==> src/rtl/mips_mem_arbiter_pkg.sv <==
// Shared encodings for the MIPS unified-memory arbiter.
package mips_pkg;

   localparam int ADDR_W_DEF = 32;
   localparam int DATA_W_DEF = 32;
   localparam int CNT_W      = 16;

   typedef enum logic [1:0] {
      IDLE   = 2'd0,
      BUSY_I = 2'd1,
      BUSY_D = 2'd2
   } state_t;

   typedef enum logic {
      GNT_I = 1'b0,
      GNT_D = 1'b1
   } gnt_t;

endpackage

==> src/rtl/mips_mem_arbiter_if.sv <==
// Fetch, load/store and memory-side signals of the arbiter.
interface mips_mem_arbiter_if
   import mips_pkg::*;
#(
   parameter int ADDR_W = ADDR_W_DEF,
   parameter int DATA_W = DATA_W_DEF
);
   localparam int BE_W = DATA_W / 8;

   logic              i_req;
   logic [ADDR_W-1:0] i_addr;
   logic              i_done;
   logic [DATA_W-1:0] i_rdata;

   logic              d_req;
   logic              d_we;
   logic [ADDR_W-1:0] d_addr;
   logic [DATA_W-1:0] d_wdata;
   logic [BE_W-1:0]   d_be;
   logic              d_done;
   logic [DATA_W-1:0] d_rdata;

   logic              err;
   logic              stall;

   logic              mem_req;
   logic              mem_we;
   logic [ADDR_W-1:0] mem_addr;
   logic [DATA_W-1:0] mem_wdata;
   logic [BE_W-1:0]   mem_be;
   logic              mem_ready;
   logic [DATA_W-1:0] mem_rdata;

   // arbiter side
   modport master (
      input  i_req, i_addr, d_req, d_we, d_addr, d_wdata, d_be,
             mem_ready, mem_rdata,
      output i_done, i_rdata, d_done, d_rdata, err, stall,
             mem_req, mem_we, mem_addr, mem_wdata, mem_be
   );

   // core requesters + memory side
   modport slave (
      output i_req, i_addr, d_req, d_we, d_addr, d_wdata, d_be,
             mem_ready, mem_rdata,
      input  i_done, i_rdata, d_done, d_rdata, err, stall,
             mem_req, mem_we, mem_addr, mem_wdata, mem_be
   );

endinterface

==> src/rtl/mips_mem_arbiter.sv <==
// Arbitrates fetch (I) and load/store (D) onto one single-port memory,
// with round-robin on contention and a BUSY timeout.
module mips_mem_arbiter
   import mips_pkg::*;
#(
   parameter int ADDR_W  = ADDR_W_DEF,
   parameter int DATA_W  = DATA_W_DEF,
   parameter int TIMEOUT = 255
) (
   input  logic                clk,
   input  logic                reset,
   mips_mem_arbiter_if.master  bus
);
   localparam int BE_W = DATA_W / 8;
   localparam logic [CNT_W-1:0] CNT_LAST = CNT_W'(TIMEOUT - 1);

   state_t            state_q, state_d;
   gnt_t              last_gnt_q;
   logic [CNT_W-1:0]  cnt_q;

   logic              mem_req_q, mem_we_q;
   logic [ADDR_W-1:0] mem_addr_q;
   logic [DATA_W-1:0] mem_wdata_q;
   logic [BE_W-1:0]   mem_be_q;
   logic              i_done_q, d_done_q, err_q;
   logic [DATA_W-1:0] i_rdata_q, d_rdata_q;

   logic elig_i, elig_d;
   logic grant_i, grant_d;
   logic fin_ok, fin_to;

   // a requester in its own done cycle is not eligible, so it cannot be re-granted
   assign elig_i = bus.i_req & ~i_done_q;
   assign elig_d = bus.d_req & ~d_done_q;

   // state register
   always_ff @(posedge clk or negedge reset) begin
      if (!reset) state_q <= IDLE;
      else        state_q <= state_d;
   end

   // next state, grant and completion decode
   always_comb begin
      state_d = state_q;
      grant_i = 1'b0;
      grant_d = 1'b0;
      fin_ok  = 1'b0;
      fin_to  = 1'b0;
      case (state_q)
         IDLE: begin
            if (elig_i && (!elig_d || last_gnt_q == GNT_D)) begin
               grant_i = 1'b1;
               state_d = BUSY_I;
            end else if (elig_d) begin
               grant_d = 1'b1;
               state_d = BUSY_D;
            end
         end
         BUSY_I, BUSY_D: begin
            // mem_ready wins over a simultaneous expiry
            if (bus.mem_ready) begin
               fin_ok  = 1'b1;
               state_d = IDLE;
            end else if (cnt_q == CNT_LAST) begin
               fin_to  = 1'b1;
               state_d = IDLE;
            end
         end
         default: state_d = IDLE;
      endcase
   end

   // memory-side registers, timeout counter, completion and read data
   always_ff @(posedge clk or negedge reset) begin
      if (!reset) begin
         last_gnt_q  <= GNT_D;
         cnt_q       <= '0;
         mem_req_q   <= 1'b0;
         mem_we_q    <= 1'b0;
         mem_addr_q  <= '0;
         mem_wdata_q <= '0;
         mem_be_q    <= '0;
         i_done_q    <= 1'b0;
         d_done_q    <= 1'b0;
         err_q       <= 1'b0;
         i_rdata_q   <= '0;
         d_rdata_q   <= '0;
      end else begin
         i_done_q <= 1'b0;
         d_done_q <= 1'b0;
         err_q    <= 1'b0;
         if (grant_i) begin
            mem_req_q   <= 1'b1;
            mem_we_q    <= 1'b0;
            mem_addr_q  <= bus.i_addr;
            mem_wdata_q <= '0;
            mem_be_q    <= '1;
            last_gnt_q  <= GNT_I;
            cnt_q       <= '0;
         end else if (grant_d) begin
            mem_req_q   <= 1'b1;
            mem_we_q    <= bus.d_we;
            mem_addr_q  <= bus.d_addr;
            mem_wdata_q <= bus.d_wdata;
            mem_be_q    <= bus.d_be;
            last_gnt_q  <= GNT_D;
            cnt_q       <= '0;
         end else if (fin_ok || fin_to) begin
            mem_req_q <= 1'b0;
            err_q     <= fin_to;
            if (state_q == BUSY_I) begin
               i_done_q  <= 1'b1;
               i_rdata_q <= fin_ok ? bus.mem_rdata : '0;
            end else begin
               d_done_q  <= 1'b1;
               d_rdata_q <= fin_ok ? bus.mem_rdata : '0;
            end
         end else if (state_q != IDLE) begin
            cnt_q <= cnt_q + 1'b1;
         end
      end
   end

   assign bus.mem_req   = mem_req_q;
   assign bus.mem_we    = mem_we_q;
   assign bus.mem_addr  = mem_addr_q;
   assign bus.mem_wdata = mem_wdata_q;
   assign bus.mem_be    = mem_be_q;
   assign bus.i_done    = i_done_q;
   assign bus.d_done    = d_done_q;
   assign bus.err       = err_q;
   assign bus.i_rdata   = i_rdata_q;
   assign bus.d_rdata   = d_rdata_q;
   assign bus.stall     = (bus.i_req & ~i_done_q) | (bus.d_req & ~d_done_q);

endmodule

==> src/flat_wrapper.sv <==
// flat-port wrapper written by rule: the top's interface ports become plain ports
module mips_mem_arbiter_flat import mips_pkg::*;
#(
   parameter int ADDR_W  = ADDR_W_DEF,
   parameter int DATA_W  = DATA_W_DEF,
   parameter int TIMEOUT = 255
)
  (clk, reset, bus_i_req, bus_i_addr, bus_d_req, bus_d_we, bus_d_addr, bus_d_wdata, bus_d_be, bus_mem_ready, bus_mem_rdata, bus_i_done, bus_i_rdata, bus_d_done, bus_d_rdata, bus_err, bus_stall, bus_mem_req, bus_mem_we, bus_mem_addr, bus_mem_wdata, bus_mem_be);
  mips_mem_arbiter_if #(.ADDR_W(ADDR_W), .DATA_W(DATA_W)) bus_i ();
  input  logic clk;
  input  logic reset;
  input wire logic [$bits(bus_i.i_req)-1:0] bus_i_req;
  input wire logic [$bits(bus_i.i_addr)-1:0] bus_i_addr;
  input wire logic [$bits(bus_i.d_req)-1:0] bus_d_req;
  input wire logic [$bits(bus_i.d_we)-1:0] bus_d_we;
  input wire logic [$bits(bus_i.d_addr)-1:0] bus_d_addr;
  input wire logic [$bits(bus_i.d_wdata)-1:0] bus_d_wdata;
  input wire logic [$bits(bus_i.d_be)-1:0] bus_d_be;
  input wire logic [$bits(bus_i.mem_ready)-1:0] bus_mem_ready;
  input wire logic [$bits(bus_i.mem_rdata)-1:0] bus_mem_rdata;
  output wire logic [$bits(bus_i.i_done)-1:0] bus_i_done;
  output wire logic [$bits(bus_i.i_rdata)-1:0] bus_i_rdata;
  output wire logic [$bits(bus_i.d_done)-1:0] bus_d_done;
  output wire logic [$bits(bus_i.d_rdata)-1:0] bus_d_rdata;
  output wire logic [$bits(bus_i.err)-1:0] bus_err;
  output wire logic [$bits(bus_i.stall)-1:0] bus_stall;
  output wire logic [$bits(bus_i.mem_req)-1:0] bus_mem_req;
  output wire logic [$bits(bus_i.mem_we)-1:0] bus_mem_we;
  output wire logic [$bits(bus_i.mem_addr)-1:0] bus_mem_addr;
  output wire logic [$bits(bus_i.mem_wdata)-1:0] bus_mem_wdata;
  output wire logic [$bits(bus_i.mem_be)-1:0] bus_mem_be;
  assign bus_i.i_req = bus_i_req;
  assign bus_i.i_addr = bus_i_addr;
  assign bus_i.d_req = bus_d_req;
  assign bus_i.d_we = bus_d_we;
  assign bus_i.d_addr = bus_d_addr;
  assign bus_i.d_wdata = bus_d_wdata;
  assign bus_i.d_be = bus_d_be;
  assign bus_i.mem_ready = bus_mem_ready;
  assign bus_i.mem_rdata = bus_mem_rdata;
  assign bus_i_done = bus_i.i_done;
  assign bus_i_rdata = bus_i.i_rdata;
  assign bus_d_done = bus_i.d_done;
  assign bus_d_rdata = bus_i.d_rdata;
  assign bus_err = bus_i.err;
  assign bus_stall = bus_i.stall;
  assign bus_mem_req = bus_i.mem_req;
  assign bus_mem_we = bus_i.mem_we;
  assign bus_mem_addr = bus_i.mem_addr;
  assign bus_mem_wdata = bus_i.mem_wdata;
  assign bus_mem_be = bus_i.mem_be;
  mips_mem_arbiter #(.ADDR_W(ADDR_W), .DATA_W(DATA_W), .TIMEOUT(TIMEOUT)) u_core (.clk(clk), .reset(reset), .bus(bus_i));
endmodule
==> config.mk <==
export PLATFORM = sky130hd
export DESIGN_NAME = mips_mem_arbiter_flat
export DESIGN_NICKNAME = d
export VERILOG_FILES = /design/src/rtl/mips_mem_arbiter_pkg.sv /design/src/rtl/mips_mem_arbiter_if.sv /design/src/rtl/mips_mem_arbiter.sv /design/src/flat_wrapper.sv
export SDC_FILE = /design/constraint.sdc
export NUM_CORES = 1
export LEC_CHECK = 0
export BUFFER_PORTS_ARGS = -buffer_cell sky130_fd_sc_hd__buf_2
export CORE_UTILIZATION = 51
export DETAILED_ROUTE_END_ITERATION = 16
export PLACE_DENSITY = 0.9
export SYNTH_ARGS = -nofsm -noshare
export SYNTH_HDL_FRONTEND = slang
export SYNTH_SLANG_ARGS = --single-unit
export TNS_END_PERCENT = 10
==> constraint.sdc <==
create_clock -name clk -period 4.3 [get_ports clk]
set_input_delay 0.43 -clock clk [delete_from_list [all_inputs] [get_ports clk]]
set_output_delay 0.43 -clock clk [all_outputs]
set_load 0.03 [all_outputs]
==> run_summary.xml, run 1 <==
<?xml version="1.0" encoding="UTF-8"?>
<metrics>
  <group name="outcome">
    <metric name="status" unit="">finished, final reports clean</metric>
  </group>
  <group name="clock_tree">
    <metric name="tritoncts" unit="">built</metric>
    <metric name="clk-insertion-delay-late" unit="ns">0.41</metric>
    <metric name="cts.sink_count" unit="">156</metric>
    <metric name="cts-buffers-inserted" unit="">17</metric>
    <metric name="cts_setup_buffers" unit="">0</metric>
    <metric name="clk_root_buffer_cell" unit="">clkbuf_16</metric>
    <metric name="cts.hold.buffers_added" unit="">0</metric>
    <metric name="h-tree-depth" unit="">4</metric>
    <metric name="number_of_instances_resized_during_post_cts_repair" unit="">0</metric>
    <metric name="worst_setup_hold_path_clk_slew" unit="ns">0.06</metric>
    <metric name="max-clock-path-buffers" unit="">2</metric>
  </group>
  <group name="worst_setup_path">
    <metric name="crit_path_start_kind" unit="">register</metric>
    <metric name="worstSetupPathType" unit="">register to register</metric>
    <metric name="rr_endpoint" unit="">u_core.bus.d_rdata[6]$_DFFE_PN0P_</metric>
    <metric name="worst_r2r_startpoint" unit="">u_core.state_q[0]$_DFFE_PN0P_</metric>
    <metric name="worstPathMaxFanout" unit="">33</metric>
    <metric name="endpoint_kind" unit="">register</metric>
    <metric name="critPathLaunch" unit="">u_core.state_q[0]$_DFFE_PN0P_</metric>
    <metric name="ff2ff_path_depth" unit="">8</metric>
    <metric name="r2r_setup_slack" unit="ns">1.89</metric>
    <metric name="critical_path_required" unit="ns">4.59</metric>
    <metric name="crit_arrival" unit="ns">2.71</metric>
  </group>
  <group name="timing">
    <metric name="fin_crit_sh" unit="">0.561</metric>
    <metric name="fmaxAchievable" unit="MHz">414</metric>
    <metric name="hold_violations" unit="">0</metric>
    <metric name="setup_tns" unit="ns">0</metric>
    <metric name="final_period_demand_of_the_worst_path" unit="ns">2.41</metric>
    <metric name="fin_hold_ws" unit="ns">0.0896</metric>
    <metric name="setup_violations" unit="">0</metric>
    <metric name="final-max-slew-violation-count" unit="">0</metric>
    <metric name="worst_pin_slew" unit="ns">1.16</metric>
    <metric name="skew" unit="ns">0.00808</metric>
    <metric name="worst_slew_margin_rel" unit="">0.226</metric>
    <metric name="rsz0062_at_grt" unit="">no</metric>
  </group>
  <group name="power">
    <metric name="power.net_switching" unit="mW">3.30</metric>
    <metric name="vdd_drop_max" unit="uV">544</metric>
    <metric name="clock_power_share" unit="">0.206</metric>
    <metric name="power.leakage" unit="nW">4.25</metric>
    <metric name="intPower" unit="mW">4.10</metric>
    <metric name="power_density" unit="nW/um2">871</metric>
    <metric name="p_seq_frac" unit="">0.331</metric>
    <metric name="comb_power_share" unit="">0.463</metric>
    <metric name="netSwitchingFraction" unit="">0.446</metric>
  </group>
  <group name="synth">
    <metric name="asyncSetResetFlopFracSynth" unit="">1.00</metric>
    <metric name="area_share_of_the_largest_cell_type_after_synthesis" unit="">0.610</metric>
    <metric name="postSynth.topFlopCell" unit="">dfrtp_1</metric>
    <metric name="synth-seq-cells" unit="">156</metric>
    <metric name="synth.yosys.seq_area_share" unit="">0.614</metric>
    <metric name="edff_count_synth" unit="">0</metric>
    <metric name="synthDominantAreaCellType" unit="">dfrtp_1</metric>
    <metric name="avgSynthCellArea" unit="um2">11.4</metric>
    <metric name="synthCells" unit="">556</metric>
    <metric name="syn_area" unit="um2">6360</metric>
    <metric name="synth.net_count" unit="">698</metric>
    <metric name="synth.distinct_cells" unit="">43</metric>
    <metric name="synth.top_cells.by_area" unit="">dfrtp_1 61%, a32o_1 9.8%, a22o_1 4.7%</metric>
    <metric name="synthesis.yosys.warnings" unit="">0</metric>
  </group>
  <group name="global_route">
    <metric name="grt_first_pass_wirelength" unit="um">28800</metric>
    <metric name="grt.total_usage" unit="">0.292</metric>
    <metric name="number_of_global_route_vias_before_repair" unit="">5569</metric>
    <metric name="antenna_found_initial" unit="">0</metric>
    <metric name="gr-total-overflow" unit="">0</metric>
    <metric name="grt_max_degree" unit="">93</metric>
  </group>
  <group name="routing">
    <metric name="firstDrtPassIters" unit="">5</metric>
    <metric name="detail_route_antenna_nets" unit="">0</metric>
    <metric name="route.detailed.drc" unit="">0</metric>
    <metric name="number_of_drc_markers_after_the_initial_detailed_route_iteration" unit="">439</metric>
    <metric name="wirelength" unit="um">18200</metric>
    <metric name="wl_per_cell" unit="um">18.3</metric>
    <metric name="route.vias.total" unit="">5714</metric>
    <metric name="post_drt_via_cell_ratio" unit="">5.75</metric>
  </group>
  <group name="finish">
    <metric name="insertedDiodeCount" unit="">0</metric>
    <metric name="layout.cells.most_common" unit="">buf_2</metric>
    <metric name="layout.filler_cells" unit="">883</metric>
    <metric name="drive_gt1_frac" unit="">0.397</metric>
    <metric name="layout.nets" unit="">956</metric>
    <metric name="synthToLayoutAreaGrowth" unit="%">33.4</metric>
    <metric name="commonest_cells_after_routing_fill_and_taps_aside" unit="">274 x buf_2, 155 x dfrtp_1, 62 x a32o_1</metric>
  </group>
  <group name="placed_design">
    <metric name="finalWeightedCongestion" unit="">0.921</metric>
    <metric name="post-dp-hpwl" unit="um">12500</metric>
    <metric name="io_buffers" unit="">275</metric>
  </group>
  <group name="die">
    <metric name="design.die.area" unit="um2">12900</metric>
    <metric name="die_height" unit="um">114</metric>
    <metric name="core.rowCount" unit="">40</metric>
    <metric name="chipWidth" unit="um">114</metric>
    <metric name="ios" unit="">276</metric>
    <metric name="initial_core_util" unit="">0.527</metric>
    <metric name="coreArea" unit="um2">12100</metric>
  </group>
  <group name="hold_path">
    <metric name="path_category_of_the_worst_min_delay_check" unit="">input port to asynchronous set/reset pin</metric>
  </group>
  <group name="job">
    <metric name="max-cap-violations" unit="">0</metric>
  </group>
</metrics>
==> cell type report <==
type                            count  area [um2]  share of cell area
Timing Repair Buffer              285        1460               0.172
Clock buffer                       20         457              0.0538
Clock inverter                     11         141              0.0167
Inverter                            9        33.8             0.00398
Tap cell                          168         210              0.0248
Sequential cell                   156        3910               0.460
Multi-Input combinational cell    345        2280               0.269
==> critical path, stage by stage (launching register included) <==
cell and delay, ns:
dfrtp_1 0.37, inv_1 0.05, ha_1 0.51, inv_1 0.15, nor3_2 0.19, buf_4 0.37, o21ai_2 0.09, buf_4 0.28
a32o_1 0.26
==> through the flow <==
step	power (mW)	instance area, um2	setup WS, ns	util	std cells
final	7.39	8480	1.89	0.703	994
after global routing	7.77	8480	1.66	0.703	994
after CTS	7.42	8480	1.90	0.703	994
after detailed placement	5.88	7890	1.81	0.654	963
after global placement	5.78	7890	1.87	0.654	963
after floorplan	4.76	6360	2.36	-	556
==> synth_stat cells (all sizes together), types with 4 or more instances <==
cell	n
dfrtp	155
a32o	62
nand2	50
nor2	45
a21oi	41
o21ai	41
clkbuf	40
a22o	34
inv	9
nand3	8
nand4	7
buf	6
nor3	5
and3	4
ha	4
o22a	4
or3	4
==> sequential cells by signal, summed over array words and instances (netlist names) <==
register	flops
u_core.bus.mem_req	1
u_core.bus.i_done	1
u_core.bus.mem_be	4
u_core.bus.mem_we	1
u_core.bus.err	1
u_core.bus.mem_wdata	32
u_core.state_q	2
u_core.cnt_q	16
u_core.bus.i_rdata	32
u_core.bus.d_rdata	32
u_core.last_gnt_q	1
u_core.bus.mem_addr	32
u_core.bus.d_done	1
==> kinds of logic (layout without fill, tap and decap cells) <==
kind of cell               count (synthesis)  count (layout)  share of synthesized area
muxes                                      2               2                    0.00334
buffers and inverters                     55             325                     0.0352
and+or+nand+nor                          141             141                      0.103
DFF                                      156             156                      0.614
xor gates and xnor gates                   6               6                    0.00826
AOI/OAI and AO/OA                        192             192                      0.228
adders and majority gates                  4               4                    0.00787
==> per-layer routing <==
| metal | wire length [um] | GRT usage | up-vias |
|---|---|---|---|
| li1 | - | - | 2585 |
| met1 | 7000 | 0.365 | 2800 |
| met2 | 9230 | 0.472 | 270 |
| met3 | 1290 | 0.0802 | 59 |
| met4 | 682 | 0.140 | 0 |
| met5 | 0 | 0 | - |
==> power by group through the flow <==
stage          clock network, mW  logic (mW)  registers (mW)
2_1_floorplan                  0        1.11            3.64
3_3_place_gp                   0        3.36            2.42
3_5_place_dp                   0        3.42            2.45
4_1_cts                     1.54        3.44            2.44
5_1_grt                     1.60        3.65            2.52
6_report                    1.52        3.43            2.45
==> worst max-delay path by stage <==
stage                                                     end  slack, ns  cells after the start
after floorplan            u_core.bus.d_rdata[21]$_DFFE_PN0P_       2.36                      8
after global placement    u_core.bus.mem_addr[23]$_DFFE_PN0N_       1.87                      5
after detailed placement  u_core.bus.mem_addr[14]$_DFFE_PN0N_       1.81                      5
after CTS                  u_core.bus.d_rdata[15]$_DFFE_PN0P_       1.90                      8
after global routing      u_core.bus.mem_addr[14]$_DFFE_PN0N_       1.66                      4
final                       u_core.bus.d_rdata[6]$_DFFE_PN0P_       1.89                      8
Note: power is estimated with default switching activity, not from simulation.
==> inputs of run 2 (changes only) <==
Settings changed: CORE_UTILIZATION 51 to 43, PLACE_DENSITY 0.9 to 0.81.
Clock period 4.3 ns to 2.2 ns, I/O delays scaled along.
==> run 2 against run 1 <==
Against the previous run: clock power grew 100%; die area increased by 18%; critical endpoint is now u_core.bus.d_rdata[7]$_DFFE_PN0P_; global-route usage down 5.0 points.
==> run_summary.xml, run 2 (same netlist as run 1, synthesis figures left out) <==
<?xml version="1.0" encoding="UTF-8"?>
<metrics>
  <group name="outcome">
    <metric name="status" unit="">finished, final reports clean</metric>
  </group>
  <group name="hold_path">
    <metric name="worstHoldPathCells" unit="">2</metric>
    <metric name="hold-path-endpoint" unit="">u_core.bus.mem_wdata[25]$_DFFE_PN0N_</metric>
    <metric name="path_category_of_the_worst_min_delay_check" unit="">input port to register</metric>
    <metric name="hp-start" unit="">bus_d_wdata[25]</metric>
  </group>
  <group name="die">
    <metric name="chipWidth" unit="um">124</metric>
    <metric name="design.die.area" unit="um2">15300</metric>
    <metric name="initial_core_util" unit="">0.439</metric>
    <metric name="die_height" unit="um">124</metric>
    <metric name="core.rowCount" unit="">44</metric>
    <metric name="ios" unit="">276</metric>
    <metric name="coreArea" unit="um2">14500</metric>
  </group>
  <group name="clock_tree">
    <metric name="clk_root_buffer_cell" unit="">clkbuf_16</metric>
    <metric name="max-clock-path-buffers" unit="">2</metric>
    <metric name="clk-insertion-delay-late" unit="ns">0.42</metric>
    <metric name="h-tree-depth" unit="">4</metric>
    <metric name="tritoncts" unit="">built</metric>
    <metric name="cts-buffers-inserted" unit="">17</metric>
    <metric name="cts_setup_buffers" unit="">0</metric>
    <metric name="cts.sink_count" unit="">156</metric>
    <metric name="worst_setup_hold_path_clk_slew" unit="ns">0.06</metric>
  </group>
  <group name="routing">
    <metric name="detail_route_antenna_nets" unit="">0</metric>
    <metric name="number_of_drc_markers_after_the_initial_detailed_route_iteration" unit="">403</metric>
    <metric name="route.detailed.drc" unit="">0</metric>
    <metric name="wirelength" unit="um">18400</metric>
    <metric name="firstDrtPassIters" unit="">8</metric>
    <metric name="post_drt_via_cell_ratio" unit="">5.62</metric>
    <metric name="route.vias.total" unit="">5758</metric>
    <metric name="wl_per_cell" unit="um">18.0</metric>
  </group>
  <group name="timing">
    <metric name="setup_tns" unit="ns">0</metric>
    <metric name="worst_slew_margin_rel" unit="">0.597</metric>
    <metric name="worst_pin_slew" unit="ns">0.605</metric>
    <metric name="final-max-slew-violation-count" unit="">0</metric>
    <metric name="fmaxAchievable" unit="MHz">491</metric>
    <metric name="skew" unit="ns">0.0139</metric>
    <metric name="rsz0062_at_grt" unit="">no</metric>
    <metric name="hold_violations" unit="">0</metric>
    <metric name="fin_ws" unit="ns">0.163</metric>
    <metric name="fin_hold_ws" unit="ns">0.0154</metric>
    <metric name="fin_crit_sh" unit="">0.926</metric>
    <metric name="setup_violations" unit="">0</metric>
    <metric name="final_period_demand_of_the_worst_path" unit="ns">2.04</metric>
  </group>
  <group name="finish">
    <metric name="drive_gt1_frac" unit="">0.404</metric>
    <metric name="final_area" unit="um2">8700</metric>
    <metric name="area.sequential" unit="um2">3910</metric>
    <metric name="synthToLayoutAreaGrowth" unit="%">36.9</metric>
    <metric name="layout.cells.most_common" unit="">buf_2</metric>
    <metric name="layout.nets" unit="">970</metric>
    <metric name="multiInputGateArea" unit="um2">2280</metric>
    <metric name="insertedDiodeCount" unit="">0</metric>
    <metric name="layout.filler_cells" unit="">1213</metric>
    <metric name="commonest_cells_after_routing_fill_and_taps_aside" unit="">274 x buf_2, 155 x dfrtp_1, 62 x a32o_1</metric>
  </group>
  <group name="worst_setup_path">
    <metric name="rr_endpoint" unit="">u_core.bus.d_rdata[7]$_DFFE_PN0P_</metric>
    <metric name="endpoint_kind" unit="">register</metric>
    <metric name="ff2ff_path_depth" unit="">8</metric>
    <metric name="crit_arrival" unit="ns">2.33</metric>
    <metric name="crit_path_start_kind" unit="">register</metric>
    <metric name="worstPathMaxFanout" unit="">28</metric>
    <metric name="worst_r2r_startpoint" unit="">u_core.state_q[0]$_DFFE_PN0P_</metric>
    <metric name="worstSetupPathType" unit="">register to register</metric>
    <metric name="r2r_setup_slack" unit="ns">0.16</metric>
    <metric name="critical_path_required" unit="ns">2.50</metric>
  </group>
  <group name="power">
    <metric name="power_density" unit="nW/um2">1690</metric>
    <metric name="clock_power_share" unit="">0.207</metric>
    <metric name="comb_power_share" unit="">0.468</metric>
    <metric name="p_seq_frac" unit="">0.325</metric>
    <metric name="intPower" unit="mW">8.13</metric>
    <metric name="netSwitchingFraction" unit="">0.446</metric>
    <metric name="power.leakage" unit="nW">4.35</metric>
    <metric name="power.net_switching" unit="mW">6.55</metric>
    <metric name="vdd_drop_max" unit="uV">1080</metric>
  </group>
  <group name="global_route">
    <metric name="grt_first_pass_wirelength" unit="um">28100</metric>
    <metric name="antenna_found_initial" unit="">0</metric>
    <metric name="grt.total_usage" unit="">0.242</metric>
    <metric name="grt_max_degree" unit="">65</metric>
    <metric name="number_of_global_route_vias_before_repair" unit="">5521</metric>
    <metric name="gr-total-overflow" unit="">0</metric>
  </group>
  <group name="placed_design">
    <metric name="post-dp-hpwl" unit="um">12800</metric>
    <metric name="finalWeightedCongestion" unit="">0.899</metric>
    <metric name="place_worst_setup_slack" unit="ns">0.198</metric>
    <metric name="placedInstanceArea" unit="um2">8070</metric>
    <metric name="io_buffers" unit="">275</metric>
  </group>
  <group name="job">
    <metric name="max-cap-violations" unit="">0</metric>
  </group>
</metrics>
-- run 2: changes by cell type in the layout (fill, tap and decap cells not counted) --
cell / delta
clkbuf_1: +1
clkinvlp_4: +1
buf_4: +6
clkbuf_8: -2
inv_8: +3
dlygate4sd3_1: +2
clkinv_4: +2
clkinv_2: -4
buf_12: +6
-- run 2: worst max-delay path by stage --
stage,from,end,slack [ns],cells after the start
after floorplan,u_core.state_q[0]$_DFFE_PN0P_,u_core.bus.d_rdata[21]$_DFFE_PN0P_,0.26,8
after global placement,u_core.state_q[0]$_DFFE_PN0P_,u_core.bus.d_rdata[16]$_DFFE_PN0P_,0.27,8
after detailed placement,u_core.state_q[0]$_DFFE_PN0P_,u_core.bus.d_rdata[7]$_DFFE_PN0P_,0.20,8
after CTS,u_core.state_q[0]$_DFFE_PN0P_,u_core.bus.d_rdata[30]$_DFFE_PN0P_,0.18,8
after global routing,u_core.state_q[0]$_DFFE_PN0P_,u_core.cnt_q[7]$_DFFE_PN0P_,0.002,7
final,u_core.state_q[0]$_DFFE_PN0P_,u_core.bus.d_rdata[7]$_DFFE_PN0P_,0.16,8
-- run 2: area by class of cell --
| type | instances | area share |
|---|---|---|
| clock buffer | 19 | 0.0497 |
| timing repair buffer | 299 | 0.189 |
| multi-input combinational | 345 | 0.262 |
| sequential | 156 | 0.449 |
| tap | 184 | 0.0264 |
| inverter | 9 | 0.00388 |
| clock inverter | 13 | 0.0207 |
-- run 2: repair_timing --
item	in CTS	in global routing
resized for setup	0	0
endpoints found under the hold margin	59	1
hold buffers	1	1
-- run 2: per-layer routing --
layer / wire length (um) / up-vias / global-route usage / share of wire
li1: - / 2614 / - / -
met1: 7250 / 2872 / 0.303 / 0.39
met4: 344 / 0 / 0.0858 / 0.019
met2: 9580 / 242 / 0.402 / 0.52
met5: 0 / - / 0 / 0
met3: 1250 / 30 / 0.0636 / 0.068
-- run 2: worst max-delay path, cell delays in order (launching register included) --
cell     delay [ns]
dfrtp_1        0.37
inv_1          0.05
ha_1           0.30
inv_1          0.27
a21oi_4        0.08
nor3_2         0.21
o21ai_2        0.18
buf_12         0.21
a32o_1         0.23
-- run 2: power by group through the flow --
stage / Combinational, mW / Clock, mW / Sequential (mW)
after floorplan: 2.17 / 0 / 7.12
after CTS: 6.90 / 3.09 / 4.75
after global placement: 6.76 / 0 / 4.73
after detailed placement: 6.88 / 0 / 4.77
final: 6.87 / 3.04 / 4.76
after global routing: 7.33 / 3.21 / 4.90
-- run 2: through the flow --
step / std cells / utilization / total power [mW]
6_report: 1025 / 0.601 / 14.7
5_1_grt: 1025 / 0.601 / 15.4
4_1_cts: 1024 / 0.601 / 14.7
3_5_place_dp: 991 / 0.557 / 11.7
3_3_place_gp: 991 / 0.557 / 11.5
2_1_floorplan: 556 / - / 9.30
